==> config.mk <==
export PLATFORM = sky130hd
export DESIGN_NAME = wash_phase_timer
export DESIGN_NICKNAME = d
export VERILOG_FILES = /design/src/rtl/wash_phase_timer.sv
export SDC_FILE = /design/constraint.sdc
export NUM_CORES = 1
export LEC_CHECK = 0
export BUFFER_PORTS_ARGS = -buffer_cell sky130_fd_sc_hd__buf_2
export CAP_MARGIN = 20
export CORE_ASPECT_RATIO = 1.25
export CORE_MARGIN = 2
export CORE_UTILIZATION = 55
export CTS_BUF_LIST = sky130_fd_sc_hd__clkbuf_8
export DETAILED_ROUTE_END_ITERATION = 10
export PLACE_DENSITY = 0.75
export SYNTH_ARGS = -nofsm -noshare
export SYNTH_HDL_FRONTEND = slang
export SYNTH_SLANG_ARGS = --single-unit
==> constraint.sdc <==
create_clock -name Clk_D -period 4.95 [get_ports Clk_D]
set_input_delay 0 -clock Clk_D [delete_from_list [all_inputs] [get_ports Clk_D]]
set_output_delay 0 -clock Clk_D [all_outputs]
set_load 0.005 [all_outputs]
==> src/rtl/wash_phase_timer.sv <==
// Phase timer for the washing-machine controller: times each phase code, pulses Time_Event
// on expiry and freezes a paused spin. Define WASH_TIMER_FAST_SIM_EN to bypass the prescaler.
module wash_phase_timer #(
    parameter int TICKS_PER_SEC = 1000,
    parameter int FILL_SEC      = 60,
    parameter int WASH_SEC      = 300,
    parameter int RINSE_SEC     = 120,
    parameter int SPIN_SEC      = 60,
    parameter int SEC_W         = 10
) (
    input  logic             Clk_D,
    input  logic             Rst,
    input  logic [2:0]       Timer_Encoding,
    input  logic             Pause_Enable,
    output logic             Time_Event,
    output logic [SEC_W-1:0] Remaining_Sec,
    output logic             Paused
);

    typedef enum logic [2:0] {
        PH_IDLE  = 3'd0,
        PH_FILL  = 3'd1,
        PH_WASH  = 3'd2,
        PH_RINSE = 3'd3,
        PH_SPIN  = 3'd4
    } phase_e;

`ifdef WASH_TIMER_FAST_SIM_EN
    localparam int TICKS = 1;
`else
    localparam int TICKS = TICKS_PER_SEC;
`endif
    localparam int PW = (TICKS > 1) ? $clog2(TICKS) : 1;
    localparam logic [PW-1:0] PRESC_LAST = PW'(TICKS - 1);
    // The entry cycle is the first cycle of the first second, so the prescaler starts one step in;
    // with a single tick per second that first second already elapses in the entry cycle.
    localparam logic [PW-1:0]    PRESC_ENTRY = (TICKS > 1) ? PW'(1'b1) : PW'(1'b0);
    localparam logic [SEC_W-1:0] ENTRY_ADJ   = (TICKS > 1) ? {SEC_W{1'b0}} : SEC_W'(1'b1);

    function automatic logic [SEC_W-1:0] dur_of(input phase_e ph);
        case (ph)
            PH_FILL:  dur_of = SEC_W'(FILL_SEC);
            PH_WASH:  dur_of = SEC_W'(WASH_SEC);
            PH_RINSE: dur_of = SEC_W'(RINSE_SEC);
            PH_SPIN:  dur_of = SEC_W'(SPIN_SEC);
            default:  dur_of = {SEC_W{1'b0}};
        endcase
    endfunction

    phase_e           code_s;
    phase_e           prev_code_r;
    logic [PW-1:0]    presc_r;
    logic [SEC_W-1:0] rem_r;
    logic [SEC_W-1:0] dur_s;
    logic             paused_r;
    logic             time_event_r;
    logic             entry_s;
    logic             resume_s;
    logic             pause_s;
    logic             tick_s;
    logic             entry_event_s;

    // Map the raw phase code onto a known phase; unused codes behave as IDLE.
    always_comb begin
        code_s = PH_IDLE;
        case (Timer_Encoding)
            3'd1:    code_s = PH_FILL;
            3'd2:    code_s = PH_WASH;
            3'd3:    code_s = PH_RINSE;
            3'd4:    code_s = PH_SPIN;
            default: code_s = PH_IDLE;
        endcase
    end

    // Entry, resume, pause and prescaler-wrap qualifiers for the current cycle.
    always_comb begin
        dur_s         = dur_of(code_s);
        entry_s       = (code_s != PH_IDLE) && (code_s != prev_code_r);
        resume_s      = entry_s && (code_s == PH_SPIN) && paused_r;
        pause_s       = (code_s == PH_SPIN) && Pause_Enable && !time_event_r &&
                        (rem_r != {SEC_W{1'b0}}) && !paused_r && !entry_s;
        tick_s        = (presc_r == PRESC_LAST);
        entry_event_s = (ENTRY_ADJ != {SEC_W{1'b0}}) && (dur_s == SEC_W'(1'b1));
    end

    // Phase timer state: load on entry, freeze on pause, count down otherwise.
    always_ff @(posedge Clk_D or negedge Rst) begin
        if (!Rst) begin
            prev_code_r  <= PH_IDLE;
            presc_r      <= {PW{1'b0}};
            rem_r        <= {SEC_W{1'b0}};
            paused_r     <= 1'b0;
            time_event_r <= 1'b0;
        end else begin
            prev_code_r <= code_s;
            if (resume_s) begin
                paused_r     <= 1'b0;
                time_event_r <= 1'b0;
            end else if (entry_s) begin
                rem_r        <= dur_s - ENTRY_ADJ;
                presc_r      <= PRESC_ENTRY;
                paused_r     <= 1'b0;
                time_event_r <= entry_event_s;
            end else if (paused_r) begin
                time_event_r <= 1'b0;
            end else if (code_s == PH_IDLE) begin
                rem_r        <= {SEC_W{1'b0}};
                presc_r      <= {PW{1'b0}};
                time_event_r <= 1'b0;
            end else if (pause_s) begin
                paused_r     <= 1'b1;
                time_event_r <= 1'b0;
            end else if (rem_r != {SEC_W{1'b0}}) begin
                time_event_r <= tick_s && (rem_r == SEC_W'(1'b1));
                if (tick_s) begin
                    presc_r <= {PW{1'b0}};
                    rem_r   <= rem_r - SEC_W'(1'b1);
                end else begin
                    presc_r <= presc_r + PW'(1'b1);
                end
            end else begin
                time_event_r <= 1'b0;
            end
        end
    end

    assign Time_Event    = time_event_r;
    assign Remaining_Sec = rem_r;
    assign Paused        = paused_r;

endmodule

==> results.toml, run 1 <==
[clock_tree]
clock_sinks = 25
clockBufferDepth = 2
root_buffer = "clkbuf_8"
htreeDepth = 1
cts_tree = "done"
clock_latency_ns = 0.27
cts_buffers = 3
clk_pin_slew_worst_paths_ns = 0.09

[sta]
rsz0062_at_grt = "no"
finalSetupTns_ns = 0
period_minus_slack_ns = 3.04
tightest_slew_ns = 0.923
relSlewSlack_pct = 37.9
fin_worst_skew_ns = 0.00671
maxSlewViolCount = 0
hold_viol_final = 0
period_share_pct = 61.5
max_freq_mhz = 329
setup_viol = 0

[die]
coreArea_sq_um = 3250
chipHeight_um = 69.8
core.rowCount = 23
initial_core_util_pct = 58.6
die_w_um = 56.7
dieArea_sq_um = 3960
io_pins = 18

[final_layout]
fin_nets = 245
layout-drive-gt1-share_pct = 13.7
antenna_cells = 0
area_growth_pct = 6.82
final_common_cell = "dfrtp_1"
layoutNonFillerInstCount = 271
mostFrequentLayoutCells = "dfrtp_1 (25), nor2_1 (21), inv_1 (17), buf_2 (17), o21ai_0 (14)"
fillCellCount = 265

[detailed_routing]
drcViolationCount = 0
wl_per_cell_um = 18.7
dr.pass1.iters = 5
drt-total-wl_um = 5080
ant_nets = 0
drt_iter0_drc = 148
via_per_inst = 6.83
vias = 1850

[setup_path]
rrSetupSlack_ns = 1.91
path_max_fanout = 15
cp.arrival_ns = 3.20
cp_top_family = "simple AND/OR/NAND/NOR gates"
r2r-end = "Remaining_Sec[1]"
crit_end = "Remaining_Sec[1]"
slowest_delay_ns = 0.69
critPathKind = "reg2reg"
required_ns = 5.11
reg2reg_depth = 7
timing.rr.start = "Remaining_Sec[1]"
startpoint_type = "flip-flop"
crit_chain = "inv_1 -> ha_1 -> or4b_4 -> or4_1 -> a22oi_4 -> or3_1 -> mux2_4"
critPathSlowestCell = "or4_1"
crit_start = "Remaining_Sec[1]"
end_kind = "flip-flop"
critical_path_depth = 7
critPathBufInv = 1

[synthesis]
synth_edf_count = 0
synth_top_area_share_pct = 32.8
synth_cell_types = 58
postSynthCellCount = 224
syn_area_sq_um = 1910
syn-num-nets = 234
synth_warnings = 0
synth_top_cell_by_area = "dfrtp_1"
synth_ff_type = "dfrtp_1"
async_flop_share_pct = 100
seq_area_frac_synth_pct = 32.8
syn_avg_cell_area_sq_um = 8.51
synth-seq-cells = 25
synth_area_leaders = "dfrtp_1 (33%), a211oi_1 (4.7%), nand4_1 (4.3%), nor2_1 (4.1%), o21ai_0 (3.7%)"

[power_and_ir_drop]
p_per_area_nw_per_um2 = 259
p_leak_uw = 0.000831
ir_worst_vdd_mv = 0.186

[placed_design]
gp_congestion = 0.994
place_inst = 264
port_buffers = 17
dp_hpwl_um = 3650

[flow_run]
max_cap_violations = 0

[global_routing]
grt_remaining_overflow = 0
grt_max_degree = 26
grt_pass1_wl_um = 8350
grt_usage_pct = 26.1
grt_pass1_vias = 1804
antenna_found_initial = 0

[min_path]
hold_depth = 2
hold_path.class = "in2reg"

[status]
outcome = "finished, final reports clean"
## stage by stage
stage / util (%) / area (sq um) / total power [uW] / worst slack, ns / hold slack (ns)
floorplan: - / 1910 / 362 / 2.44 / -0.296
global placement: 60.4 / 1960 / 398 / 2.11 / 0.00910
detailed placement: 60.4 / 1960 / 402 / 1.98 / 0.0310
CTS: 62.4 / 2030 / 526 / 1.95 / 0.106
global route: 62.6 / 2040 / 555 / 1.78 / 0.128
finish: 62.6 / 2040 / 528 / 1.91 / 0.119
## where the power goes
part / leakage (uW) / switching (uW) / internal, uW
registers: 0.000337 / 25.8 / 217
clock network: 0.0000269 / 67.1 / 55.5
logic: 0.000467 / 100 / 61.8
## kinds of logic (layout without fill, tap and decap cells)
logic type      Yosys count  in the layout  synth area share [%]
buf+inv                  31             41                  7.48
fa+ha+maj                 4              4                  2.62
flops                    25             25                  32.8
compound gates           62             62                  24.0
xor+xnor                  3              3                  1.38
simple gates             94             94                  28.5
mux                       5              5                  3.15
## state kept, by name (all words and copies together), names as in the netlist
register,flops
prev_code_r,3
Remaining_Sec,10
Time_Event,1
presc_r,10
Paused,1
## how the worst min path moves through the flow
| stage | to | start |
|---|---|---|
| global placement | prev_code_r[1] | Rst |
| finish | prev_code_r[1] | Timer_Encoding[1] |
| global route | prev_code_r[1] | Timer_Encoding[1] |
| detailed placement | prev_code_r[1] | Rst |
| CTS | prev_code_r[1] | Timer_Encoding[1] |
| floorplan | Paused | Rst |
## Yosys cell counts (2+ instances only)
cell	n
xor2_1	2
o21bai_1	2
buf_6	2
nor3b_1	2
o21a_1	2
nand3_1	6
o31ai_1	3
nor2_1	21
or2_2	2
nor2b_1	2
a211oi_1	12
o22ai_1	3
or4_1	3
a31oi_1	3
nand2b_1	3
or3b_2	2
clkbuf_1	5
nor3_1	9
nand4_1	13
dfrtp_1	25
nor4_1	3
a22oi_1	3
or3_1	3
a32oi_1	4
o32ai_1	3
o21ai_0	14
ha_1	4
a211o_1	2
and3b_1	2
nand4b_1	2
buf_2	6
mux2_4	2
nand2_1	12
inv_1	16
mux2i_1	3
## routing by layer
metal / GRT usage, % / up-vias / part of all wire [%]
li1: - / 876 / -
met1: 31.5 / 874 / 41
met2: 45.7 / 82 / 51
met3: 2.43 / 18 / 4.9
met4: 12.2 / 0 / 3.1
met5: 0 / - / 0
## final cells by class
cell class	instances	area (sq um)	share of cell area (%)
clock buffer	3	41.3	2.03
tap	37	46.3	2.27
inverter	17	63.8	3.13
timing repair buffer	20	113	5.53
sequential	25	626	30.7
multi-input combinational	168	1140	56.1
clock inverter	1	3.75	0.184
## repair_timing
item | in CTS | in global routing
resized for setup | 0 | 0
setup endpoints to repair | 0 | 0
setup buffers | 0 | 0
hold buffers | 2 | 0
hold endpoints to repair | 26 | 0
Power figures use the tool's default switching activity.
==> run 2, diff against run 1 <==
- ABC_AREA: default -> 1
- PLACE_DENSITY: 0.75 -> 0.78
- clock period: 4.95 -> 2.6 ns (I/O delays scaled with it)
==> results.toml, run 2 <==
[synthesis]
yosysMostFrequentCell = "nand2_1"
syn_area_sq_um = 1940
synthTopCellsByCount = "nand2_1 (94), inv_1 (34), nor2_1 (31), nand3_1 (29), dfrtp_1 (25)"
postSynthCellCount = 295
synth-seq-cells = 25
seq_area_frac_synth_pct = 32.3
synth_cell_types = 28
syn_avg_cell_area_sq_um = 6.56
synth_warnings = 0
async_flop_share_pct = 100
syn-num-nets = 305
synth_edf_count = 0
synth_top_cell_by_area = "dfrtp_1"
synth_area_leaders = "dfrtp_1 (32%), nand2_1 (18%), nand3_1 (7.5%), inv_1 (6.6%), nor2_1 (6.0%)"
synth_top_area_share_pct = 32.3
synth_ff_type = "dfrtp_1"

[global_routing]
grt_max_degree = 26
antenna_found_initial = 0
grt_usage_pct = 24.4
grt_remaining_overflow = 0
grt_pass1_wl_um = 7870
grt_pass1_vias = 1813

[setup_path]
critPathKind = "reg2reg"
rrSetupSlack_ns = 0.59
slowest_delay_ns = 0.47
crit_top_cell = "nand2_1"
crit_chain = "nor2_2 -> nand2_1 -> nor2_2 -> nand2_1 -> nand2_1 -> nand2_1 -> nand2_4 -> nand4_2 -> nand2_1 -> nand2_1"
path_max_fanout = 12
critPathSlowestCell = "dfrtp_1"
startpoint_type = "flip-flop"
reg2reg_depth = 10
end_kind = "flip-flop"
cp.arrival_ns = 2.18
required_ns = 2.77

[sta]
finalSetupTns_ns = 0
hold_ws_ns = 0.0986
hold_viol_final = 0
maxSlewViolCount = 0
period_share_pct = 77.3
period_minus_slack_ns = 2.01
setup_viol = 0
relSlewSlack_pct = 54.9
fin_worst_skew_ns = 0.0102
rsz0062_at_grt = "no"
max_freq_mhz = 497
tightest_slew_ns = 0.674

[die]
coreArea_sq_um = 3420
initial_core_util_pct = 56.5
dieArea_sq_um = 4010
core.rowCount = 24
chipHeight_um = 70.3
io_pins = 18
die_w_um = 57.1

[clock_tree]
root_buffer = "clkbuf_8"
cts_buffers = 3
cts_tree = "done"
clockBufferDepth = 2
clk_pin_slew_worst_paths_ns = 0.10
clock_sinks = 25
clock_latency_ns = 0.27
postCtsSetupRepairBufs = 0
htreeDepth = 1

[power_and_ir_drop]
p_per_area_nw_per_um2 = 626
p_leak_uw = 0.00113
clkPwrFrac_pct = 18.6
p_sw_uw = 571
swShare_pct = 43.7
seq_power_share_pct = 38.5
ir_worst_vdd_mv = 0.434
power.internal_uw = 737
combPwrFrac_pct = 42.9

[status]
outcome = "finished, final reports clean"

[final_layout]
antenna_cells = 0
mostFrequentLayoutCells = "nand2_1 (94), inv_1 (34), nor2_1 (31), nand3_1 (29), dfrtp_1 (25)"
area_growth_pct = 7.95
final_common_cell = "nand2_1"
fin_nets = 323
layout-drive-gt1-share_pct = 13.8
post-route-util_pct = 61.0
layoutNonFillerInstCount = 351

[detailed_routing]
drt_iter0_drc = 101
drt-total-wl_um = 4560
wl_per_cell_um = 13.0
ant_nets = 0
vias = 1909
drcViolationCount = 0
via_per_inst = 5.44
dr.pass1.iters = 4

[placed_design]
place_inst = 346
dp_hpwl_um = 3370
port_buffers = 17
gp_congestion = 0.910

[min_path]
hold_path.class = "in2reg"
hold_depth = 3

[flow_run]
max_cap_violations = 0
[run 2: cell count changes after synthesis, moves of 5 or more]
cell,delta
nor3_1,-5
o21ai_0,-5
inv_2,+5
o21ai_1,+8
nand4_1,+5
nand2_1,+82
nor2_1,+10
nand3_1,+23
a211oi_1,-12
inv_1,+18
clkbuf_1,-5
[run 2: power groups by stage]
stage / Sequential (uW) / Clock [uW] / Combinational, uW
floorplan: 503 / 0 / 411
global placement: 509 / 0 / 552
detailed placement: 511 / 0 / 555
CTS: 503 / 250 / 560
global route: 513 / 268 / 636
finish: 503 / 243 / 561
[run 2: area by class of cell]
| cell class | instances | area, sq um |
|---|---|---|
| clock buffer | 3 | 41.3 |
| clock inverter | 1 | 7.51 |
| timing repair buffer | 19 | 103 |
| sequential | 25 | 626 |
| multi-input combinational | 225 | 1120 |
| tap | 39 | 48.8 |
| inverter | 39 | 146 |
| fill | 326 | 1330 |
[run 2: per-stage QoR]
stage          total power [uW]  cell area, sq um  setup WS, ns
2_1_floorplan               914              1940         0.940
3_3_place_gp               1060              2030         0.658
3_5_place_dp               1070              2030         0.632
4_1_cts                    1310              2090         0.589
5_1_grt                    1420              2090         0.361
6_report                   1310              2090         0.589
[run 2: kinds of logic after synthesis]
family	share of synthesized area, %
flops	32.3
xor+xnor	1.81
fa+ha+maj	2.59
compound gates	6.21
simple gates	47.1
buf+inv	9.95
[run 2: path summary, 6_finish.rpt]
| path | from | endpoint |
|---|---|---|
| worst max-delay path | Remaining_Sec[5] | Remaining_Sec[2] |
| worst min-delay path | Timer_Encoding[0] | prev_code_r[0] |
| max in group asynchronous | Rst | presc_r[8] |
| worst min register to register | Remaining_Sec[1] | Remaining_Sec[1] |
| worst max register to register | Remaining_Sec[5] | Remaining_Sec[2] |
| min in group asynchronous | Rst | Remaining_Sec[2] |
[run 2: routing by layer]
layer  up-vias  wire length (um)  track usage (%)
met5         -                 0                0
met4         0                80             10.9
met3         8               181             3.33
met2        42              2390             42.5
met1       871              1910             29.3
li1        988                 -                -
[run 2: critical path, delay by kind of cell (launching register included)]
family,cells,cell delay (ns)
and+or+nand+nor,10,1.46
DFF,1,0.47
[run 2: repair_timing]
item,in CTS,in global routing
setup endpoints to repair,0,0
resized for setup,0,0
endpoints found under the hold margin,25,0
hold buffers,1,0
==> run 3, diff against run 2 <==
- PLACE_DENSITY: 0.78 -> 0.75
- clock period: 2.6 -> 2 ns (I/O delays scaled with it)
==> results.toml, run 3 (synthesized netlist as in run 2, its figures left out) <==
[sta]
finalSetupTns_ns = 0
relSlewSlack_pct = 60.6
max_freq_mhz = 551
rsz0062_at_grt = "no"
tightest_slew_ns = 0.591
maxSlewViolCount = 0
fin_worst_skew_ns = 0.0119
setup_viol = 0
period_minus_slack_ns = 1.82
period_share_pct = 90.8
worst_slack_ns = 0.184
hold_viol_final = 0

[final_layout]
final_common_cell = "nand2_1"
layoutNonFillerInstCount = 362
fillCellCount = 333
fin_nets = 334
design_area_sq_um = 2190
area_growth_pct = 13.4
mostFrequentLayoutCells = "nand2_1 (94), inv_1 (33), nor2_1 (30), nand3_1 (29), dfrtp_1 (25)"
antenna_cells = 0
layout-drive-gt1-share_pct = 17.3

[detailed_routing]
ant_nets = 0
drcViolationCount = 0
via_per_inst = 5.37
dr.pass1.iters = 4
drt_iter0_drc = 112
drt-total-wl_um = 4850
vias = 1943
wl_per_cell_um = 13.4

[setup_path]
timing.rr.start = "Remaining_Sec[0]"
r2r-end = "presc_r[9]"
crit_top_cell = "nand2_1"
path_max_fanout = 12
reg2reg_depth = 12
critPathSlowestCell = "dfrtp_1"
rrSetupSlack_ns = 0.18
end_kind = "flip-flop"
cp.arrival_ns = 2.04
critPathKind = "reg2reg"
slowest_delay_ns = 0.43
crit_chain = "inv_2 -> ha_1 -> inv_1 -> nor2_2 -> nand2_1 -> nand2_1 -> nand2_1 -> nand2_4 -> inv_4 -> nor2_4 -> nand2_1 -> nand2_1"
startpoint_type = "flip-flop"
required_ns = 2.23

[die]
dieArea_sq_um = 4010
die_w_um = 57.1
coreArea_sq_um = 3420
core.rowCount = 24
chipHeight_um = 70.3
initial_core_util_pct = 56.5
io_pins = 18

[clock_tree]
cts_tree = "done"
htreeDepth = 1
cts_buffers = 3
clock_latency_ns = 0.28
clockBufferDepth = 2
root_buffer = "clkbuf_8"
clk_pin_slew_worst_paths_ns = 0.10
postCtsSetupRepairBufs = 0
clock_sinks = 25

[min_path]
min_from = "Timer_Encoding[1]"
hold_end = "prev_code_r[1]"
hold_path.class = "in2reg"
hold_depth = 3

[placed_design]
place_worst_setup_slack_ns = 0.0840
gp_congestion = 0.842
place_inst = 354
dp_hpwl_um = 3510
dpl_cell_area_sq_um = 2090
port_buffers = 17

[global_routing]
grt_remaining_overflow = 0
grt_pass1_vias = 1776
grt_max_degree = 26
grt_usage_pct = 24.5
antenna_found_initial = 0
grt_pass1_wl_um = 7870

[flow_run]
max_cap_violations = 0

[power_and_ir_drop]
p_leak_uw = 0.00118
ir_worst_vdd_mv = 0.467
p_per_area_nw_per_um2 = 817

[status]
outcome = "finished, final reports clean"
## run 3: critical path, delay by kind of cell (launching register included)
kind | cells | cell delay, ns
adder cells (fa/ha/maj) | 1 | 0.14
flip-flops | 1 | 0.43
AND/OR/NAND/NOR | 8 | 0.92
buffers and inverters | 3 | 0.26
## run 3: what timing repair did
item | CTS | global route
gates resized for setup | 0 | 7
hold endpoints to repair | 25 | 0
endpoints found under the setup margin | 0 | 20
hold buffers | 1 | 0
## run 3: cell type report
class	count	area [sq um]	area share (%)
repair buffers	27	163	7.41
well taps	39	48.8	2.22
multi-input cells	228	1160	53.0
clock inverters	1	5.00	0.228
clock buffers	3	41.3	1.88
inverters	39	149	6.78
flip-flops and latches	25	626	28.5
## run 3: worst max path at each step
stage,from,cells past startpoint,end,slack (ns)
finish,Remaining_Sec[0],12,presc_r[9],0.18
global route,Remaining_Sec[0],11,presc_r[7],0.03
CTS,Remaining_Sec[0],12,presc_r[0],0.05
detailed placement,Remaining_Sec[0],12,presc_r[0],0.08
global placement,Remaining_Sec[0],12,presc_r[0],0.15
floorplan,Remaining_Sec[0],12,presc_r[5],0.34
## run 3: through the flow
stage / power, uW / utilization [%] / hold slack, ns
4_1_cts: 1760 / 62.7 / 0.0996
6_report: 1790 / 64.1 / 0.101
2_1_floorplan: 1190 / - / -0.296
3_5_place_dp: 1450 / 61.1 / 0.0349
3_3_place_gp: 1440 / 61.1 / 0.0322
5_1_grt: 1920 / 64.1 / 0.119
## run 3: metal layers
layer	routed length (um)	track usage [%]	up-vias
met1	2130	30.4	887
met3	128	2.22	5
li1	-	-	1012
met5	0	0	-
met2	2540	44.8	39
met4	51	6.20	0
## run 3: where the power goes
| group | leakage, uW | internal (uW) | switching [uW] |
|---|---|---|---|
| Sequential | 0.000336 | 571 | 67.6 |
| Combinational | 0.000824 | 308 | 534 |
| Clock | 0.0000255 | 140 | 172 |
